**src/rtl/peak_capture_ctrl_pkg.sv**
```systemverilog
// peak_capture_ctrl_pkg: shared states, record layout and default constants for the peak capture controller.
package peak_capture_ctrl_pkg;
    localparam int DATA_W_DEF  = 8;
    localparam int TS_W_DEF    = 10;
    localparam int WINDOW_DEF  = 512;
    localparam int DET_LAT_DEF = 3;

    typedef enum logic [1:0] {IDLE, CLEAR, ACQUIRE, DRAIN} state_t;

    typedef struct packed {
        logic [DATA_W_DEF-1:0] amp;
        logic [TS_W_DEF-1:0]   stamp;
    } record_t;
endpackage

```
**src/rtl/peak_capture_ctrl_fifo.sv**
```systemverilog
// peak_rec_fifo: single-clock FIFO with extra-MSB binary pointers; clr empties it in one edge.
module peak_rec_fifo #(
    parameter int DEPTH = 8,
    parameter int WIDTH = 18
) (
    input  logic             clk,
    input  logic             rst,
    input  logic             clr,
    input  logic             push,
    input  logic             pop,
    input  logic [WIDTH-1:0] din,
    output logic [WIDTH-1:0] dout,
    output logic             full,
    output logic             empty
);
    localparam int AW = $clog2(DEPTH);

    logic [WIDTH-1:0] mem [DEPTH];
    logic [AW:0]      wrPtr, rdPtr;

    assign full  = (wrPtr[AW] != rdPtr[AW]) && (wrPtr[AW-1:0] == rdPtr[AW-1:0]);
    assign empty = wrPtr == rdPtr;
    assign dout  = mem[rdPtr[AW-1:0]];

    always_ff @(posedge clk or posedge rst) begin
        if (rst) begin
            wrPtr <= '0;
            rdPtr <= '0;
        end else if (clr) begin
            wrPtr <= '0;
            rdPtr <= '0;
        end else begin
            if (push && !full) wrPtr <= wrPtr + 1'b1;
            if (pop && !empty) rdPtr <= rdPtr + 1'b1;
        end
    end

    always_ff @(posedge clk)
        if (push && !full && !clr) mem[wrPtr[AW-1:0]] <= din;
endmodule

```
**src/rtl/peak_capture_ctrl.sv**
```systemverilog
// peak_capture_ctrl: runs one acquisition window of the peak detector, timestamps peaks and drains them over valid/ready.
module peak_capture_ctrl
    import peak_capture_ctrl_pkg::*;
#(
    parameter int DATA_W  = DATA_W_DEF,
    parameter int TS_W    = TS_W_DEF,
    parameter int WINDOW  = WINDOW_DEF,
    parameter int DEPTH   = 8,
    parameter int DET_LAT = DET_LAT_DEF
) (
    input  logic              clk,
    input  logic              rst,
    input  logic              start,
    input  logic              abort,
    input  logic [DATA_W-1:0] min_level_in,
    input  logic              pk_detected,
    input  logic [DATA_W-1:0] pk_amp,
    output logic              det_rst,
    output logic              det_enable,
    output logic [DATA_W-1:0] det_min_level,
    output logic              rec_valid,
    input  logic              rec_ready,
    output logic [DATA_W-1:0] rec_amp,
    output logic [TS_W-1:0]   rec_time,
    output logic              busy,
    output logic              done,
    output logic              overflow,
    output logic [TS_W:0]     pk_count
);
    state_t                   state, nextState;
    logic [TS_W-1:0]          cnt, ts;
    logic [TS_W:0]            tsDiff;
    logic                     abortRst, accStart, doAbort, lastSample;
    logic                     push, pop, full, empty;
    logic [DATA_W+TS_W-1:0]   head;

    assign accStart   = state == IDLE && start;
    assign doAbort    = state != IDLE && abort;
    assign lastSample = cnt == TS_W'(WINDOW - 1);
    // Undo detector latency; peaks flagged before DET_LAT samples clamp to 0.
    assign tsDiff     = {1'b0, cnt} - (TS_W+1)'(DET_LAT);
    assign ts         = tsDiff[TS_W] ? '0 : tsDiff[TS_W-1:0];
    assign push       = state == ACQUIRE && pk_detected && !full;
    assign pop        = rec_valid && rec_ready;
    assign busy       = state != IDLE;
    assign rec_amp    = rec_valid ? head[DATA_W+TS_W-1:TS_W] : '0;
    assign rec_time   = rec_valid ? head[TS_W-1:0] : '0;

    always_comb begin
        nextState  = state;
        det_rst    = abortRst;
        det_enable = 1'b0;
        rec_valid  = 1'b0;
        done       = 1'b0;
        case (state)
            IDLE:    nextState = start ? CLEAR : IDLE;
            CLEAR: begin
                det_rst   = 1'b1;
                nextState = ACQUIRE;
            end
            ACQUIRE: begin
                det_enable = 1'b1;
                nextState  = lastSample ? DRAIN : ACQUIRE;
            end
            DRAIN: begin
                rec_valid = !empty;
                done      = empty && !abort;
                nextState = empty ? IDLE : DRAIN;
            end
            default: nextState = IDLE;
        endcase
        if (doAbort) nextState = IDLE;
    end

    // abortRst resets to 1 so det_rst is high while reset holds and for the first cycle after.
    always_ff @(posedge clk or posedge rst) begin
        if (rst) begin
            state         <= IDLE;
            cnt           <= '0;
            abortRst      <= 1'b1;
            det_min_level <= '0;
            overflow      <= 1'b0;
            pk_count      <= '0;
        end else begin
            state    <= nextState;
            abortRst <= doAbort;
            cnt      <= state == ACQUIRE ? cnt + 1'b1 : '0;
            if (accStart) begin
                det_min_level <= min_level_in;
                overflow      <= 1'b0;
                pk_count      <= '0;
            end else if (state == ACQUIRE && pk_detected) begin
                if (pk_count != '1) pk_count <= pk_count + 1'b1;
                if (full) overflow <= 1'b1;
            end
        end
    end

    peak_rec_fifo #(.DEPTH(DEPTH), .WIDTH(DATA_W + TS_W)) u_fifo (
        .clk  (clk),
        .rst  (rst),
        .clr  (accStart || doAbort),
        .push (push),
        .pop  (pop),
        .din  ({pk_amp, ts}),
        .dout (head),
        .full (full),
        .empty(empty)
    );
endmodule

```
**config.mk**
```make
export PLATFORM = sky130hd
export DESIGN_NAME = peak_capture_ctrl
export DESIGN_NICKNAME = d
export VERILOG_FILES = /design/src/rtl/peak_capture_ctrl_pkg.sv /design/src/rtl/peak_capture_ctrl_fifo.sv /design/src/rtl/peak_capture_ctrl.sv
export SDC_FILE = /design/constraint.sdc
export NUM_CORES = 1
export LEC_CHECK = 0
export CAP_MARGIN = 5
export CORE_AREA = 3 3 147 163
export DETAILED_ROUTE_END_ITERATION = 10
export DIE_AREA = 0 0 150 166
export SLEW_MARGIN = 20
export SYNTH_ARGS = -nofsm -noshare
export SYNTH_HDL_FRONTEND = slang
export SYNTH_SLANG_ARGS = --single-unit
```
**constraint.sdc**
```tcl
create_clock -name clk -period 3.85 [get_ports clk]
set_clock_uncertainty 0.1 [all_clocks]
set_input_delay 0.385 -clock clk [delete_from_list [all_inputs] [get_ports clk]]
set_output_delay 0.385 -clock clk [all_outputs]
set_load 0.02 [all_outputs]
```
==> results.md, run 1 <==
- Status: complete, no violations
- Fill count: 1998
- Top FF cell, synth: edfxtp_1
- Per-cell routed wire length: 17.8 µm
- Critical path fanouts, max: 23
- Type of the most critical hold path: in -> async
- Syn Nets: 532
- CTS max path bufs: 2
- Mux contribution to synthesized area: 0.132
- Peak VDD IR: 0.000281 V
- Post-synthesis cell area: 7830 µm²
- Fin cells: 881
- CTS hold repair buffers: 0
- Most common cell in the netlist: edfxtp_1
- Overall routed net length: 15700 µm
- Synth Area in Compound Gates: 0.0417
- DRT Pass-1 Iters: 4
- Slew HR: 0.518
- Die Wd: 150 µm
- Core Region: 22300 µm²
- CP Cell Sequence: buf_4, mux4_2, mux2i_1, nor2_1, clkdlybuf4s50_1
- YS warnings: 0
- First-pass GRT wire length: 25500 µm
- Largest family of logic cells by synthesized area: multiplexers
- R2R cell count: 5
- Xor-xnor portion of the synthesized cell area: 0.0179
- Slowest cell delay on critical path: 840 ps
- Reg-to-Reg Start: u_fifo.rdPtr[0]
- Post-synth cell types: 47
- Root buffer cell: clkbuf_16
- Cells after synthesis: 506
- Worst Setup Start Kind: flip-flop
- Worst-margin pin slew: 723 ps
- Fin. max-slew vios: 0
- Yosys top cell area share: 0.552
- Slowest CP cell: dfrtp_2
- Critical path class: reg -> out
- Initial antenna violation count: 0
- Setup bufs post-CTS: 0
- #FFs+latches synth: 185
- Top cells by area, synth: edfxtp_1 (55%), dfrtp_1 (13%), mux4_2 (10%)
- Number of flops mapped to enable cells by yosys: 144
- Crit share post-route: 0.870
- Site Rows: 57
- Layout area overhead: 20.6%
- Post-Synth Adder-Cell Area: 0.00639
- Ports: 65
- Reg-to-Reg End: u_fifo.mem[4][0]
- Final min period: 3350 ps
- Crit path required time: 3370 ps
- Avg Cell Area, Syn: 15.5 µm²
- Sink Count: 185
- RSZ-0062 raised after global routing: false
- Async S/R FF share, synth: 0.222
- Port-buffer cells: 64
- Vias in the first global route: 4587
- Nets: 599
- Final hold violations: 0
- DR vias: 4419
- Post-synthesis simple-gate area fraction: 0.0944
- Synth area leader: edfxtp_1
- Die height: 166 µm
- Pin count of the biggest net entering global routing: 42
- Register-to-register setup slack: 1230 ps
- Antenna Nets Post-Route: 0
- Vias/cell: 5.02
- Post-CTS sizing: 0
- Max frequency: 298 MHz
- Total grt overflow: 0
- H-tree Lvls: 4
- Antenna cell count: 0
- Sequential fraction of the synthesis area: 0.683
- Clk_lat worst skew: 420 ps
- Initial DRC Count: 392
- Power Density: 451 nW/µm²
- Die ar.: 24900 µm²
- Initial Util: 0.352
- CTS tree: yes
- Drc violations: 0
- Clk pin slew, worst setup/hold paths: 70 ps
- CTS Buf Count: 17
- Setup crit end kind: primary output
- GRT Util Overall: 0.132
- Pleak: 0.00326 µW
- Dpl cells: 849
- MaxCap Viol Count: 0
- Final HPWL DP: 9530 µm
- CP arrival: 2870 ps
- Setup_tns: 0 ps
- Final Setup Violations: 0
- Final core occ: 0.424
- Share of cells above drive strength 1: 0.160
- Post-synth top cells: edfxtp_1 (144), nor2_1 (46), nand2_1 (45)
- Placer Congestion: 0.815
registers in the layout (all words and copies together), names as in the netlist:
name	cells
pk_count	11
cnt	10
u_fifo.rdPtr	4
u_fifo.wrPtr	4
abortRst	1
u_fifo.mem	144
overflow	1
det_min_level	8
state	2
stage by stage:
step	instance area (µm²)	hold WS, ps	setup WS [ps]	power, µW
floorplan	7830	384	692	2380
finish	9450	298	500	4260
detailed placement	8830	364	886	2510
CTS	9450	305	420	4310
global route	9450	344	289	4430
global placement	8830	363	885	2500
layer usage:
metal  part of all wire  vias up  global-route usage
li1                   -     2063                   -
met1               0.44     2238               0.176
met2               0.50      104               0.215
met3              0.049       14              0.0311
met4              0.010        0              0.0362
met5                  0        -                   0
worst max path at each step:
stage                               start          endpoint  slack (ps)  depth (start not counted)
after floorplan                  state[1]  u_fifo.mem[0][0]         690                          5
after global placement    u_fifo.rdPtr[0]       rec_time[7]         890                          5
after detailed placement  u_fifo.rdPtr[0]       rec_time[7]         890                          5
after CTS                 u_fifo.rdPtr[0]       rec_time[7]         420                          5
after global routing      u_fifo.rdPtr[0]       rec_time[7]         290                          5
final                     u_fifo.rdPtr[0]       rec_time[7]         500                          5
power breakdown:
part | total [µW] | internal (µW) | switching [µW]
clock | 1800 | 1040 | 756
combinational | 253 | 111 | 142
sequential | 2210 | 2180 | 29.6
final cells by class:
class	instances	area [µm²]	share of cell area
flip-flops and latches	185	5350	0.567
multi-input cells	281	2310	0.244
repair buffers	79	766	0.0811
clock buffers	18	429	0.0454
well taps	295	369	0.0391
clock inverters	14	189	0.0200
inverters	9	33.8	0.00358
layout by cell type (no fill, tap or decap), types with 2 or more instances in the layout:
cell type | Yosys | layout
a21oi_1 | 17 | 17
and3_1 | 6 | 6
buf_4 | 2 | 14
bufinv_16 | 0 | 3
clkbuf_16 | 0 | 17
clkdlybuf4s50_1 | 0 | 64
clkinv_1 | 0 | 3
clkinvlp_4 | 0 | 2
dfrtp_1 | 40 | 39
edfxtp_1 | 144 | 144
ha_1 | 4 | 4
inv_1 | 9 | 8
inv_6 | 0 | 2
inv_8 | 0 | 3
mux2_2 | 3 | 3
mux2i_1 | 19 | 19
mux4_2 | 36 | 36
nand2_1 | 45 | 45
nand2b_1 | 4 | 4
nand3_1 | 12 | 12
nand4_1 | 5 | 5
nor2_1 | 46 | 46
nor2b_1 | 2 | 2
nor3_1 | 9 | 7
nor3_2 | 1 | 3
nor4_1 | 2 | 2
o211ai_1 | 3 | 3
o21a_1 | 3 | 3
o21ai_0 | 13 | 13
o31ai_1 | 6 | 6
or3_1 | 9 | 9
or3_4 | 2 | 2
or4_1 | 3 | 3
xnor2_1 | 9 | 9
xor2_1 | 7 | 7
critical path, delay by kind of cell (launching register included):
kind,cells,cell delay (ps)
buffers and inverters,2,870
flip-flops,1,840
multiplexers,2,660
AND/OR/NAND/NOR,1,70
cells by family after synthesis:
| logic type | after synthesis |
|---|---|
| mux | 58 |
| buf+inv | 40 |
| fa+ha+maj | 4 |
| flops | 185 |
| simple gates | 153 |
| compound gates | 50 |
| xor+xnor | 16 |
(Power assumes the default switching activity.)
==> run 2: changes to the inputs <==
Settings changed: CELL_PAD_IN_SITES_DETAIL_PLACEMENT from default to 0, CELL_PAD_IN_SITES_GLOBAL_PLACEMENT from default to 1, PLACE_DENSITY_LB_ADDON from default to 0.1, SKIP_CTS_REPAIR_TIMING from default to 1.
==> run 2 against run 1 <==
Effect of this change: sequential share of layout area grew 0.053 points; critical path depth is the same; design area is essentially flat; count of clock-buffer cells in the layout is the same; sequential cell count is the same; utilization is essentially flat; hold slack gained 5.6 ps; via count grew 0.14%; power shrank 1.7%; clock power shrank 4%; die area is the same; critical path type unchanged.
==> results.md, run 2 (same netlist as run 1, synthesis figures left out) <==
- Status: complete, no violations (unchanged)
- Power share of the combinational group: 0.061 (was 0.059)
- Sink Count: 185 (unchanged)
- Vias/cell: 5.00 (was 5.02)
- Root buffer cell: clkbuf_16 (unchanged)
- Fin cells: 885 (was 881)
- Total grt overflow: 0 (unchanged)
- Antenna cell count: 0 (unchanged)
- Share of cells above drive strength 1: 0.168 (was 0.160)
- Post-route cell area: 9440 µm² (was 9450 µm²)
- CTS tree: yes (unchanged)
- Post-Place Cell Area: 8860 µm² (was 8830 µm²)
- Overall routed net length: 17000 µm (was 15700 µm)
- Site Rows: 57 (unchanged)
- DR vias: 4425 (was 4419)
- Switch share: 0.223 (was 0.218)
- Most frequent cells in the layout: edfxtp_1 (144), clkdlybuf4s50_1 (64), nor2_1 (46), nand2_1 (45), dfrtp_1 (39) (unchanged)
- Drc violations: 0 (unchanged)
- Slew HR: 0.509 (was 0.518)
- Worst-margin pin slew: 729 ps (was 723 ps)
- Final HPWL DP: 10300 µm (was 9530 µm)
- Ports: 65 (unchanged)
- Placer Congestion: 0.723 (was 0.815)
- Initial Util: 0.352 (unchanged)
- Crit path required time: 3370 ps (about the same)
- Crit share post-route: 0.896 (was 0.870)
- Core Region: 22300 µm² (unchanged)
- Peak VDD IR: 0.000280 V (was 0.000281 V)
- Port-buffer cells: 64 (unchanged)
- First-pass GRT wire length: 27400 µm (was 25500 µm)
- Type of the most critical hold path: in -> async (unchanged)
- Initial antenna violation count: 0 (unchanged)
- CP arrival: 2960 ps (was 2870 ps)
- Nets: 603 (was 599)
- Post-place setup slack: 784 ps (was 886 ps)
- Dpl cells: 853 (was 849)
- Max reg flops: 144 (unchanged)
- Slowest cell delay on critical path: 850 ps (was 840 ps)
- Initial DRC Count: 253 (was 392)
- Vias in the first global route: 4813 (was 4587)
- Worst setup margin: 401 ps (was 500 ps)
- Pleak: 0.00325 µW (was 0.00326 µW)
- Fill count: 2055 (was 1998)
- DRT Pass-1 Iters: 4 (unchanged)
- Worst Setup Start Kind: flip-flop (unchanged)
- RSZ-0062 raised after global routing: false (unchanged)
- Clk pwr share: 0.411 (was 0.422)
- Die height: 166 µm (unchanged)
- Per-cell routed wire length: 19.2 µm (was 17.8 µm)
- CTS max path bufs: 2 (unchanged)
- Commonest non-fill, non-tap cell in the layout: edfxtp_1 (unchanged)
- Fin. max-slew vios: 0 (unchanged)
- Antenna Nets Post-Route: 0 (unchanged)
- Layout area overhead: 20.5% (was 20.6%)
- Setup_tns: 0 ps (unchanged)
- Clk pin slew, worst setup/hold paths: 70 ps (about the same)
- Net Sw Power: 933 µW (was 928 µW)
- CTS Buf Count: 17 (unchanged)
- Final Setup Violations: 0 (unchanged)
- MaxCap Viol Count: 0 (unchanged)
- Internal Power: 3250 µW (was 3330 µW)
- Pin count of the biggest net entering global routing: 42 (unchanged)
- Critical path class: reg -> out (unchanged)
- Die Wd: 150 µm (unchanged)
- Die ar.: 24900 µm² (unchanged)
- Max frequency: 290 MHz (was 298 MHz)
- Final hold violations: 0 (unchanged)
- Critical path fanouts, max: 23 (unchanged)
- Sequential share of power: 0.528 (was 0.519)
- Power Density: 444 nW/µm² (was 451 nW/µm²)
- Setup crit end kind: primary output (unchanged)
- Clk_lat worst skew: 420 ps (about the same)
- H-tree Lvls: 4 (unchanged)
- GRT Util Overall: 0.143 (was 0.132)
- Slowest CP cell: dfrtp_2 (unchanged)
- CP Cell Sequence: buf_4, mux4_2, mux2i_1, nor2_1, clkdlybuf4s50_1 (unchanged)
- Final min period: 3450 ps (was 3350 ps)
## run 2: cell types whose count changed in the layout (fill, tap and decap cells not counted)
cell and change:
clkinv_2 +2, clkinvlp_4 +2, clkinv_4 +2, inv_6 -1
clkinv_8 -1, clkinv_1 -1, inv_8 -2, buf_4 +4
bufinv_16 -1
## run 2: worst max-delay path: cells and delay by family, from the launching register on
| kind | cells | cell delay [ps] |
|---|---|---|
| buffers and inverters | 2 | 940 |
| flip-flops | 1 | 850 |
| multiplexers | 2 | 690 |
| AND/OR/NAND/NOR | 1 | 50 |
## run 2: power groups by stage
stage	Sequential, µW	Combinational (µW)	Clock, µW
floorplan	2270	106	0
global placement	2250	262	0
detailed placement	2250	263	0
CTS	2210	264	1770
global route	2210	283	1840
finish	2210	257	1720
## run 2: metrics by stage
stage                util  hold slack (ps)  power (µW)
global route        0.424              359        4340
global placement    0.398              363        2510
CTS                 0.424              314        4240
floorplan               -              384        2380
detailed placement  0.398              362        2510
finish              0.424              303        4190
## run 2: final timing paths
| path | cells after the start | startpoint | end | slack [ps] |
|---|---|---|---|---|
| min | 3 | rst | det_min_level[4] | 300 |
| max | 5 | u_fifo.rdPtr[0] | rec_time[9] | 400 |
| min reg2reg | 2 | det_min_level[3] | det_min_level[3] | 380 |
| max in group asynchronous | 3 | rst | u_fifo.rdPtr[0] | 2940 |
| max reg2reg | 5 | u_fifo.rdPtr[0] | u_fifo.mem[4][2] | 1050 |
| min in group clk | 3 | min_level_in[7] | det_min_level[7] | 380 |
## run 2: cell type report
class,instances,area (µm²),area share
clock buffer,18,429,0.0455
inverter,9,33.8,0.00358
sequential,185,5350,0.567
clock inverter,14,150,0.0159
timing repair buffer,83,796,0.0843
multi-input combinational,281,2310,0.244
tap,295,369,0.0391
## run 2: per-layer routing
metal  vias to the layer above  GRT usage  wire, µm
li1                       2066          -         -
met1                      2257      0.189      7640
met2                        86      0.235      8360
met3                        16     0.0374       820
met4                         0     0.0390       166
met5                         -          0         0
